## src/rtl/serial_mac_n_if.sv

```systemverilog
// ----------------------------------------------------------------------------
// serial_mac_n_if
//   Host-side bundle for the bit-serial multiply-accumulate engine.
//
//   Host -> engine : start, shift_a, shift_b, shift, do_next
//   Engine -> host : shift_out, end_mul, finish, carry_out, busy
//
//   modport master : the host that loads operands and reads the result
//   modport slave  : the serial_mac_n engine
// ----------------------------------------------------------------------------
interface serial_mac_n_if;
  logic start;
  logic shift_a;
  logic shift_b;
  logic shift;
  logic do_next;
  logic shift_out;
  logic end_mul;
  logic finish;
  logic carry_out;
  logic busy;

  modport master (
    output start, shift_a, shift_b, shift, do_next,
    input  shift_out, end_mul, finish, carry_out, busy
  );

  modport slave (
    input  start, shift_a, shift_b, shift, do_next,
    output shift_out, end_mul, finish, carry_out, busy
  );
endinterface

```

## src/rtl/serial_mac_n.sv

```systemverilog
// ----------------------------------------------------------------------------
// serial_mac_n
//   Parametrised bit-serial multiply-accumulate engine. Operand pairs are
//   loaded MSB-first, one bit per rising edge of the shift strobe, multiplied
//   by OP_W cycles of shift-add, and summed into an ACC_W-bit accumulator.
//   After N_TERMS products the accumulator is shifted out LSB-first.
//
// Parameters
//   OP_W    : operand width (>= 2)
//   ACC_W   : accumulator width (>= 2*OP_W)
//   N_TERMS : products per run (>= 1)
//
// Ports
//   clock : sole clock, rising edge
//   reset : synchronous, active-high; clears all state
//   bus   : serial_mac_n_if.slave
//           in : start, shift_a, shift_b, shift, do_next
//           out: shift_out (acc[0]), end_mul (WAIT), finish (DONE),
//                carry_out (sticky overflow), busy (not IDLE)
//
// Build option
//   SERIAL_MAC_SATURATE_EN : when defined, an accumulator overflow loads all
//   ones instead of wrapping. carry_out is sticky in both builds.
// ----------------------------------------------------------------------------
module serial_mac_n #(
  parameter int OP_W    = 8,
  parameter int ACC_W   = 20,
  parameter int N_TERMS = 9
) (
  input logic           clock,
  input logic           reset,
  serial_mac_n_if.slave bus
);

  localparam int TW = $clog2(N_TERMS + 1);
  // Bit counter serves operand load, multiply and result shift-out.
  localparam int BW = $clog2(ACC_W + 1);

  typedef enum logic [2:0] {
    S_IDLE,
    S_LOAD,
    S_MUL,
    S_ACC,
    S_WAIT,
    S_DONE
  } state_e;

  state_e              state_q,    state_d;
  logic                shift_q,    shift_d;
  logic [OP_W-1:0]     a_q,        a_d;
  logic [OP_W-1:0]     b_q,        b_d;
  logic [2*OP_W-1:0]   prod_q,     prod_d;
  logic [ACC_W-1:0]    acc_q,      acc_d;
  logic                carry_q,    carry_d;
  logic [TW-1:0]       term_cnt_q, term_cnt_d;
  logic [BW-1:0]       bit_cnt_q,  bit_cnt_d;

  logic                shift_ev;
  logic [2*OP_W-1:0]   a_ext;
  logic [ACC_W:0]      prod_ext;
  logic [ACC_W:0]      sum;

  always_comb begin
    // NOTE: every variable gets a default first so no path leaves one
    // unassigned, which would otherwise infer a latch.
    state_d    = state_q;
    shift_d    = bus.shift;
    a_d        = a_q;
    b_d        = b_q;
    prod_d     = prod_q;
    acc_d      = acc_q;
    carry_d    = carry_q;
    term_cnt_d = term_cnt_q;
    bit_cnt_d  = bit_cnt_q;

    // Rising edge of the level strobe: holding shift high yields one event.
    shift_ev = bus.shift & ~shift_q;

    // Partial product for the current multiplier bit position.
    a_ext = {{OP_W{1'b0}}, a_q} << bit_cnt_q;

    prod_ext                = '0;
    prod_ext[2*OP_W-1:0]    = prod_q;
    sum                     = {1'b0, acc_q} + prod_ext;

    unique case (state_q)
      S_IDLE: begin
        if (bus.start) begin
          acc_d      = '0;
          carry_d    = 1'b0;
          term_cnt_d = '0;
          bit_cnt_d  = '0;
          state_d    = S_LOAD;
        end
      end

      S_LOAD: begin
        if (shift_ev) begin
          a_d = {a_q[OP_W-2:0], bus.shift_a};
          b_d = {b_q[OP_W-2:0], bus.shift_b};
          if (bit_cnt_q == BW'(OP_W - 1)) begin
            prod_d    = '0;
            bit_cnt_d = '0;
            state_d   = S_MUL;
          end else begin
            bit_cnt_d = bit_cnt_q + BW'(1);
          end
        end
      end

      S_MUL: begin
        // b is consumed LSB-first, so b[0] weights the bit_cnt-th position.
        if (b_q[0]) prod_d = prod_q + a_ext;
        b_d = b_q >> 1;
        if (bit_cnt_q == BW'(OP_W - 1)) begin
          bit_cnt_d = '0;
          state_d   = S_ACC;
        end else begin
          bit_cnt_d = bit_cnt_q + BW'(1);
        end
      end

      S_ACC: begin
        if (sum[ACC_W]) carry_d = 1'b1;
`ifdef SERIAL_MAC_SATURATE_EN
        // Once saturated, every later sum overflows again or adds zero,
        // so the accumulator stays pinned at all ones for the run.
        acc_d = sum[ACC_W] ? '1 : sum[ACC_W-1:0];
`else
        acc_d = sum[ACC_W-1:0];
`endif
        term_cnt_d = term_cnt_q + TW'(1);
        state_d    = S_WAIT;
      end

      S_WAIT: begin
        if (bus.do_next) begin
          bit_cnt_d = '0;
          state_d   = (term_cnt_q == TW'(N_TERMS)) ? S_DONE : S_LOAD;
        end
      end

      S_DONE: begin
        if (shift_ev) begin
          acc_d     = acc_q >> 1;
          bit_cnt_d = bit_cnt_q + BW'(1);
          if (bit_cnt_q == BW'(ACC_W - 1)) state_d = S_IDLE;
        end
      end

      default: state_d = S_IDLE;
    endcase
  end

  always_ff @(posedge clock) begin
    if (reset) begin
      state_q    <= S_IDLE;
      shift_q    <= 1'b0;
      a_q        <= '0;
      b_q        <= '0;
      prod_q     <= '0;
      acc_q      <= '0;
      carry_q    <= 1'b0;
      term_cnt_q <= '0;
      bit_cnt_q  <= '0;
    end else begin
      // NOTE: non-blocking assignments so every flop samples pre-edge values.
      state_q    <= state_d;
      shift_q    <= shift_d;
      a_q        <= a_d;
      b_q        <= b_d;
      prod_q     <= prod_d;
      acc_q      <= acc_d;
      carry_q    <= carry_d;
      term_cnt_q <= term_cnt_d;
      bit_cnt_q  <= bit_cnt_d;
    end
  end

  assign bus.shift_out = acc_q[0];
  assign bus.end_mul   = (state_q == S_WAIT);
  assign bus.finish    = (state_q == S_DONE);
  assign bus.carry_out = carry_q;
  assign bus.busy      = (state_q != S_IDLE);

endmodule

```

## src/flat_wrapper.sv

```systemverilog
// flat-port wrapper written by rule: the top's interface ports become plain ports
module serial_mac_n_flat 
#(
  parameter int OP_W    = 8,
  parameter int ACC_W   = 20,
  parameter int N_TERMS = 9
)
  (clock, reset, bus_start, bus_shift_a, bus_shift_b, bus_shift, bus_do_next, bus_shift_out, bus_end_mul, bus_finish, bus_carry_out, bus_busy);
  serial_mac_n_if bus_i ();
  input logic clock;
  input logic reset;
  input wire logic [$bits(bus_i.start)-1:0] bus_start;
  input wire logic [$bits(bus_i.shift_a)-1:0] bus_shift_a;
  input wire logic [$bits(bus_i.shift_b)-1:0] bus_shift_b;
  input wire logic [$bits(bus_i.shift)-1:0] bus_shift;
  input wire logic [$bits(bus_i.do_next)-1:0] bus_do_next;
  output wire logic [$bits(bus_i.shift_out)-1:0] bus_shift_out;
  output wire logic [$bits(bus_i.end_mul)-1:0] bus_end_mul;
  output wire logic [$bits(bus_i.finish)-1:0] bus_finish;
  output wire logic [$bits(bus_i.carry_out)-1:0] bus_carry_out;
  output wire logic [$bits(bus_i.busy)-1:0] bus_busy;
  assign bus_i.start = bus_start;
  assign bus_i.shift_a = bus_shift_a;
  assign bus_i.shift_b = bus_shift_b;
  assign bus_i.shift = bus_shift;
  assign bus_i.do_next = bus_do_next;
  assign bus_shift_out = bus_i.shift_out;
  assign bus_end_mul = bus_i.end_mul;
  assign bus_finish = bus_i.finish;
  assign bus_carry_out = bus_i.carry_out;
  assign bus_busy = bus_i.busy;
  serial_mac_n #(.OP_W(OP_W), .ACC_W(ACC_W), .N_TERMS(N_TERMS)) u_core (.clock(clock), .reset(reset), .bus(bus_i));
endmodule
```

## config.mk

```make
export PLATFORM = sky130hd
export DESIGN_NAME = serial_mac_n_flat
export DESIGN_NICKNAME = d
export VERILOG_FILES = /design/src/rtl/serial_mac_n_if.sv /design/src/rtl/serial_mac_n.sv /design/src/flat_wrapper.sv
export SDC_FILE = /design/constraint.sdc
export NUM_CORES = 1
export LEC_CHECK = 0
export BUFFER_PORTS_ARGS = -buffer_cell sky130_fd_sc_hd__buf_2
export CAP_MARGIN = 30
export CORE_MARGIN = 4
export CORE_UTILIZATION = 65
export CTS_BUF_LIST = sky130_fd_sc_hd__clkbuf_8
export CTS_CLUSTER_DIAMETER = 100
export DETAILED_ROUTE_END_ITERATION = 16
export PLACE_DENSITY = 0.82
export SLEW_MARGIN = 20
export SYNTH_ARGS = -nofsm -noshare
export SYNTH_HDL_FRONTEND = slang
export SYNTH_SLANG_ARGS = --single-unit
```

## constraint.sdc

```tcl
create_clock -name clock -period 4.1 [get_ports clock]
set_input_delay 0.615 -clock clock [delete_from_list [all_inputs] [get_ports clock]]
set_output_delay 0.615 -clock clock [all_outputs]
set_load 0.05 [all_outputs]
```

Yosys cells after proc, flatten, opt, wreduce, memory -nomap -nowiden
Index checks and enable logic that the tools add are counted.
{ "classes": {"n_shift": 1, "bitwise": 2, "mux": 29, "n_addsub": 4, "reduce_logical": 14, "n_eq_ne": 17} }
{ "op_table": {"columns": ["cell", "count"], "rows": [
  ["20-bit case mux with 3 select lines", 1],
  ["16-bit 2-to-1 mux", 3],
  ["20-bit 2-to-1 mux", 2],
  ["16-bit case mux with 2 select lines", 1],
  ["5-bit 2-to-1 mux", 5],
  ["5-bit case mux with 5 select lines", 1],
  ["3-bit 2-to-1 mux", 8],
  ["20-bit by 16-bit adder with 21-bit output", 1],
  ["3-bit case mux with 6 select lines", 1],
  ["16-bit adder", 1],
  ["8-bit case mux with 2 select lines", 1],
  ["8-bit by 5-bit left shift with 16-bit output", 1],
  ["2-bit by 1-bit != test with 1-bit output (second input constant)", 7],
  ["8-bit 2-to-1 mux", 1],
  ["4-bit case mux with 2 select lines", 1],
  ["7-bit AND reduction", 1],
  ["3-bit by 2-bit equality test with 1-bit output (second input constant)", 2],
  ["3-bit equality test (second input constant)", 2],
  ["2-bit AND reduction", 3],
  ["3-bit AND reduction", 2],
  ["3-bit nonzero test", 2],
  ["5-bit by 1-bit adder with 5-bit output (second input constant)", 1],
  ["5-bit by 3-bit equality test with 1-bit output (second input constant)", 1],
  ["5-bit equality test (second input constant)", 1],
  ["14 further kinds", 17]
]} }
{ "totals": {"ff_bits": 66} }

Logic depth before layout (Yosys ltp)
Gate-level depths: netlist of the first run.
{ "logic_depth": {"word_depth": 4, "depth_mapped": 16, "mapped_depth_nobuf": 15} }

Worst setup path before layout of the first run
OpenSTA, ideal clock, no wires.
{ "synth_timing": {"path_type": "register to register", "start": "register u_core.bit_cnt_q[3]", "end": "register u_core.prod_q[13]", "arrival_time_ns": 2.873, "required_ns": 3.983, "path_slack_ns": 1.110, "setup_time_ns": 0.117, "stages_incl_launch_ff": 13, "period_less_slack_ns": 2.990, "path_buffers": 2, "path_cell_list": "dfxtp_1 > buf_2 > buf_1 > or2_1 > nor4_1 > ha_1 > a211oi_1 > nor2_1 > o31ai_1 > a21o_1 > o21ai_1 > xor2_1 > a22o_1"} }
{ "synth_via": {"elab_chain_len": 4} }
{ "synth_rtl": {"columns": ["element", "line", "source"], "rows": [
  ["start, declared", "serial_mac_n.sv:56", "logic [BW-1:0] bit_cnt_q, bit_cnt_d;"],
  ["start signal, assigned", "serial_mac_n.sv:176", "bit_cnt_q <= bit_cnt_d;"],
  ["8-bit by 5-bit left shift with 16-bit output", "serial_mac_n.sv:80", "a_ext = {{OP_W{1'b0}}, a_q} << bit_cnt_q;"],
  ["16-bit adder", "serial_mac_n.sv:113", "if (b_q[0]) prod_d = prod_q + a_ext;"],
  ["16-bit 2-to-1 mux", "serial_mac_n.sv:113", null],
  ["16-bit case mux with 2 select lines", "serial_mac_n.sv:86", "unique case (state_q)"],
  ["end signal, assigned", "serial_mac_n.sv:172", "prod_q <= prod_d;"],
  ["end, declared", "serial_mac_n.sv:52", "logic [2*OP_W-1:0] prod_q, prod_d;"]
]} }
Parallel ways exist; a longest one is shown, timed or not. The select of a mux whose other input is x is not followed.
A chain may end at the register's enable or synchronous reset.

Worst setup path in the final report of the first run
{ "layout_timing": {"start": "register u_core.bit_cnt_q[1]", "end": "register u_core.prod_q[15]"} }
The elaborated chain is that of the path after synthesis.

==> metrics, run 1 <==
status=finished clean; Crit Path Class=flip-flop to flip-flop; Synth cell types=64; drt first pass iters=5; Max Slew Vio Count=0; clk_lat worst skew=350 ps; deepest clock path buffer count=2; Async SR Flop Fraction=0%; Post-CTS Setup Inserts=0; Initial Utilization=68.5%; num rows=30; Hold Fails Final Rpt=0; Power Dens Cells=418 nW/um^2; Slew headroom=49.8%; Die Ht=93.6 microns; register share of total power=38.3%; vias in the first global route=just over 4,000; Synth Flop Type=dfxtp_1; synthesized area=~4800 sq um; Max stage delay on crit path=between 700 and 800 ps; Worst Path Buf+Inv=0; met3 WL=451 microns; GRT overflow=0; clock buffer count from CTS=9; Peak VDD IR=between 0.3 and 0.4 mV; worst endpoint required time=4340 ps; # IOs=12; Synth Area per Inst=7.75 sq um; Yosys Warn Count=0; DR WL/cell=around 16 microns; final cycle utilization of the critical path=between 80% and 90%; CTS tree=done; WL final=approximately 11,000 microns; # hold bufs at CTS=0; Gate power share=between 30% and 40%; Critical Path, Cell by Cell=mux2_2 > nand2_1 > o21ai_0 > o21ai_0 > o22a_1 > nor2_1 > ha_1 > nand2_1 > nor4_1 > o31ai_1 > a2111o_1 > o211a_1 > o21ai_1 > o21ai_2; Internal=1290 uW; max layer used=met4; kind of start point of the critical path=flip-flop; most frequent cell after synthesis=nand2_1; antenna violations before repair=0; EDFF count, synth=0; flops & latches, synth=66; Die X-Extent=93.6 microns; Max-Cap Viols=0; WL met2=5420 microns; CP arrival=3930 ps; Clock Power Share=27.2%; CP max-delay cell=dfxtp_1; nets@finish=646; Synth top area share=27.8%; Remaining DRCs=0; Final Wtd Congestion=about 1; DR iter-0 viols=276; sw power=813 uW; post-CTS sizing=0; worst slew pin tran=753 ps; # clock sinks=66; total power=2100 uW; DIE AREA=8760 sq um; f_max=approximately 0.27 GHz; met1 WL=roughly 5300 microns; HP Class=flip-flop to flip-flop; Post-Syn Instances=614; synth top area cells=dfxtp_1, ha_1, nand2_1; pin count of the biggest net entering global routing=56; H-tree levels=3; critical path peak fanout=18; CP delay by family, top=compound AO/OA/AOI/OAI gates; Hold Worst Slack=478 ps; Clk pin slew, worst setup/hold paths=approximately 70 ps; vias per cell=6.39; sequential cell area fraction in the yosys report=around 28%; final setup TNS=0 ps; most frequent cells after synthesis=nand2_1, nor2_1, dfxtp_1; Leak Pwr=between 0.002 and 0.0025 uW; Root Buffer=clkbuf_8; Antenna Nets Post-Route=0; Core Box Area=6940 sq um; RSZ-0062 raised after global routing=false; Vias=4,493; Syn-to-layout area delta=5.60%; Syn Nets=657; Sw Ratio=38.7%; Crit. End Element=flip-flop; Ant. Diodes=0; dpl hpwl=roughly 8100 microns; share of cells above drive strength 1=7.41%; Final setup viols=0; clk_skew=8.96 ps; first-pass GRT wire length=19,100 microns; Tot GR Track Use=~27%; final period demand of the worst path=roughly 3700 ps; port buffer count=11; largest area contributor in the netlist=dfxtp_1
[cell type report]
| class | instances | area [sq um] |
|---|---|---|
| Clock buffer | 11 | 151 |
| Clock inverter | 4 | 51.3 |
| Fill cell | 561 | 1920 |
| Inverter | 14 | 52.6 |
| Multi-Input combinational cell | 495 | 3230 |
| Sequential cell | 66 | 1320 |
| Tap cell | 96 | 120 |
| Timing Repair Buffer | 17 | 100 |
[layout by cell type, fill, tap and decap left out, types with 6 or more instances in the layout]
master / n
inv_1: 13
a211oi_1: 10
o21ai_1: 9
a22o_1: 7
nand2_1: 73
a21oi_1: 50
a21o_1: 10
a31oi_1: 9
nand4_1: 8
mux2i_1: 13
xor2_1: 8
nand3_1: 9
buf_2: 11
a311oi_1: 8
and3_1: 8
and2_1: 9
buf_4: 6
o21ai_0: 17
dfxtp_1: 66
xnor2_1: 19
nor2_1: 70
a221oi_1: 13
nor3_1: 18
nor2b_1: 10
a22oi_1: 10
clkbuf_8: 11
ha_1: 34
[sequential cells by signal (all words and copies together) (netlist names)]
signal and cells:
u_core.bit_cnt_q 5, u_core.bus.carry_out 1, u_core.prod_q 16, u_core.b_q 8, u_core.state_q 3, u_core.acc_q 20
u_core.a_q 8, u_core.shift_q 1, u_core.term_cnt_q 4
[power groups by stage]
stage	Sequential (uW)	Clock, uW	Combinational [uW]
2_1_floorplan	770	0	620
5_1_grt	818	609	801
3_5_place_dp	816	0	707
4_1_cts	802	579	712
3_3_place_gp	811	0	685
6_report	805	571	724
[worst reg2reg max path, delay by kind of cell (launching register included)]
kind	cells	cell delay, ps
DFF	1	770
AOI/OAI and AO/OA	8	1460
adders and majority gates	1	400
muxes	1	430
and+or+nand+nor	4	540
[per-stage QoR]
| step | cells | cell area, sq um | worst slack, ps | util [%] |
|---|---|---|---|---|
| after CTS | 702 | 5020 | 481 | 72.3 |
| after floorplan | 614 | 4760 | 1110 | - |
| after global routing | 703 | 5030 | 133 | 72.4 |
| final | 703 | 5030 | 413 | 72.4 |
| after global placement | 687 | 4820 | 767 | 69.4 |
| after detailed placement | 687 | 4820 | 517 | 69.4 |
[path summary, 6_finish.rpt]
| kind | cells after the start | start | to | slack (ps) |
|---|---|---|---|---|
| max | 14 | u_core.bit_cnt_q[1]$_SDFFE_PP0P_ | u_core.prod_q[15]$_SDFFE_PP0P_ | 410 |
| min | 1 | u_core.term_cnt_q[3]$_SDFFE_PP0P_ | u_core.term_cnt_q[3]$_SDFFE_PP0P_ | 480 |
| max reg2reg | 14 | u_core.bit_cnt_q[1]$_SDFFE_PP0P_ | u_core.prod_q[15]$_SDFFE_PP0P_ | 410 |
| min reg2reg | 1 | u_core.term_cnt_q[3]$_SDFFE_PP0P_ | u_core.term_cnt_q[3]$_SDFFE_PP0P_ | 480 |
[cells by family (layout without fill, tap and decap cells)]
family | after synthesis | in the layout | share of synthesized area, %
simple gates | 232 | 232 | 22.8
compound gates | 181 | 181 | 25.9
flops | 66 | 66 | 27.8
buf+inv | 53 | 46 | 4.39
fa+ha+maj | 36 | 36 | 9.78
xor+xnor | 27 | 27 | 4.97
mux | 19 | 19 | 4.39
[layer usage]
| layer | GRT usage (%) | vias up |
|---|---|---|
| met5 | 0 | - |
| met4 | 9.87 | 0 |
| met3 | 4.83 | 24 |
| met2 | 44.2 | 124 |
| met1 | 35.2 | 2122 |
| li1 | - | 2223 |
Note: power is estimated with default switching activity, not from simulation.
==> run 2, diff against run 1 <==
- CORE_UTILIZATION: 65 -> 30
- PLACE_DENSITY: 0.82 -> 0.52
==> run 2 against run 1 <==
Effect of this change:
- first-iteration DRC count fell by 22%
- design area is 3.5% higher
- clock power is 2% higher
- setup slack improved by 120 ps
- total power is 0.26% higher
- critical endpoint unchanged
- non-clock buffer count grew 3
- global-route usage fell by 13 points
- largest cell class unchanged
- maximum frequency grew 3.3%
- via count is 3.1% lower
- critical path depth is 1 lower
==> metrics, run 2 (synthesized netlist as in run 1, its figures left out) <==
Antenna Nets Post-Route=0; Syn-to-layout area delta=9.28%; commonest non-fill, non-tap cell in the layout=nand2_1; H-tree levels=3; DIE AREA=17,900 sq um; RSZ-0062 raised after global routing=false; total power=~2100 uW; f_max=0.280 GHz; CTS tree=done; share of cells above drive strength 1=8.18%; Die X-Extent=134 microns; GRT overflow=0; Post-CTS Setup Inserts=0; status=finished clean; critical path peak fanout=18; final period demand of the worst path=3570 ps; final cycle utilization of the critical path=87.1%; Top Registers=u_core.acc_q (20), u_core.prod_q (16); clock buffer count from CTS=9; max reg flops=20; clk_skew=16.6 ps; Top reg by flops=u_core.acc_q; num rows=45; HP Class=flip-flop to flip-flop; Final Wtd Congestion=0.840; clk_lat worst skew=approximately 370 ps; Hold Fails Final Rpt=0; Root Buffer=clkbuf_8; DR WL/cell=14.6 microns; Max-Cap Viols=0; Power Dens Cells=roughly 400 nW/um^2; CP arrival=3820 ps; Hold Path Depth=1; Initial Utilization=31.0%; DR iter-0 viols=214; Worst Reg-to-Reg Cells=13; worst endpoint required time=4350 ps; Tot GR Track Use=13.4%; Crit. End Element=flip-flop; Max Slew Vio Count=0; vias in the first global route=between 3,000 and 4,000; first-pass GRT wire length=19,800 microns; commonest cells after routing, fill and taps aside=nand2_1, nor2_1, dfxtp_1; Ant. Diodes=0; # IOs=12; pin count of the biggest net entering global routing=38; Leak Pwr=0.00209 uW; Remaining DRCs=0; Vias=4,354; Peak VDD IR=0.287 mV; Clk pin slew, worst setup/hold paths=80 ps; drt first pass iters=5; dpl hpwl=~8700 microns; kind of start point of the critical path=flip-flop; Core Box Area=15,400 sq um; worst slew pin tran=696 ps; Crit Path Class=flip-flop to flip-flop; Final setup viols=0; # hold bufs at CTS=0; Slew headroom=53.6%; WL final=12,000 microns; vias per cell=5.30; # clock sinks=66; deepest clock path buffer count=2; post-CTS sizing=0; final setup TNS=0 ps; port buffer count=11; nets@finish=649; antenna violations before repair=0; Die Ht=roughly 130 microns
run 2: worst paths after layout:
check	slack (ps)	start	end
worst min register to register	470	u_core.term_cnt_q[3]$_SDFFE_PP0P_	u_core.term_cnt_q[3]$_SDFFE_PP0P_
worst min-delay path	470	u_core.term_cnt_q[3]$_SDFFE_PP0P_	u_core.term_cnt_q[3]$_SDFFE_PP0P_
worst max-delay path	530	u_core.bit_cnt_q[1]$_SDFFE_PP0P_	u_core.prod_q[15]$_SDFFE_PP0P_
worst max register to register	530	u_core.bit_cnt_q[1]$_SDFFE_PP0P_	u_core.prod_q[15]$_SDFFE_PP0P_
run 2: critical path: stages (launching register included):
cell and delay [ps]:
dfxtp_1 780, mux2_2 420, nor2_1 90, a21oi_1 60, mux2_2 290, and2_1 150, ha_1 320, nor3_1 70
nor4_1 310, o31ai_1 220, a2111o_1 420, o211a_1 130, o21ai_1 140, o21ai_2 60
run 2: layout make-up:
type,count,area (sq um)
Tap cell,211,264
Sequential cell,66,1320
Fill cell,1629,10200
Clock inverter,7,77.6
Clock buffer,9,124
Multi-Input combinational cell,495,3230
Timing Repair Buffer,20,130
Inverter,14,52.6
run 2: routing by layer:
layer  routed length (microns)  vias to the layer above  track usage (%)  share of wire, %
li1                          -                     2234                -                 -
met1                      5930                     2037             18.1                49
met2                      5420                       71             21.6                45
met3                       438                       12             2.51               3.7
met4                       206                        0             4.40               1.7
met5                         0                        -                0                 0
run 2: report_power, final:
part           internal (uW)  switching [uW]  leakage (uW)
Clock                    287             293      0.000105
Combinational            272             452       0.00145
Sequential               705            96.0      0.000535
Total                   1260             841       0.00209
run 2: through the flow:
step	utilization [%]	instances	setup WS [ps]	area, sq um	hold WS (ps)
after floorplan	-	614	1110	4760	431
after global placement	32.4	804	707	4980	452
after detailed placement	32.4	804	558	4980	461
after CTS	33.7	820	552	5180	471
after global routing	33.8	822	233	5200	484
final	33.8	822	530	5200	469
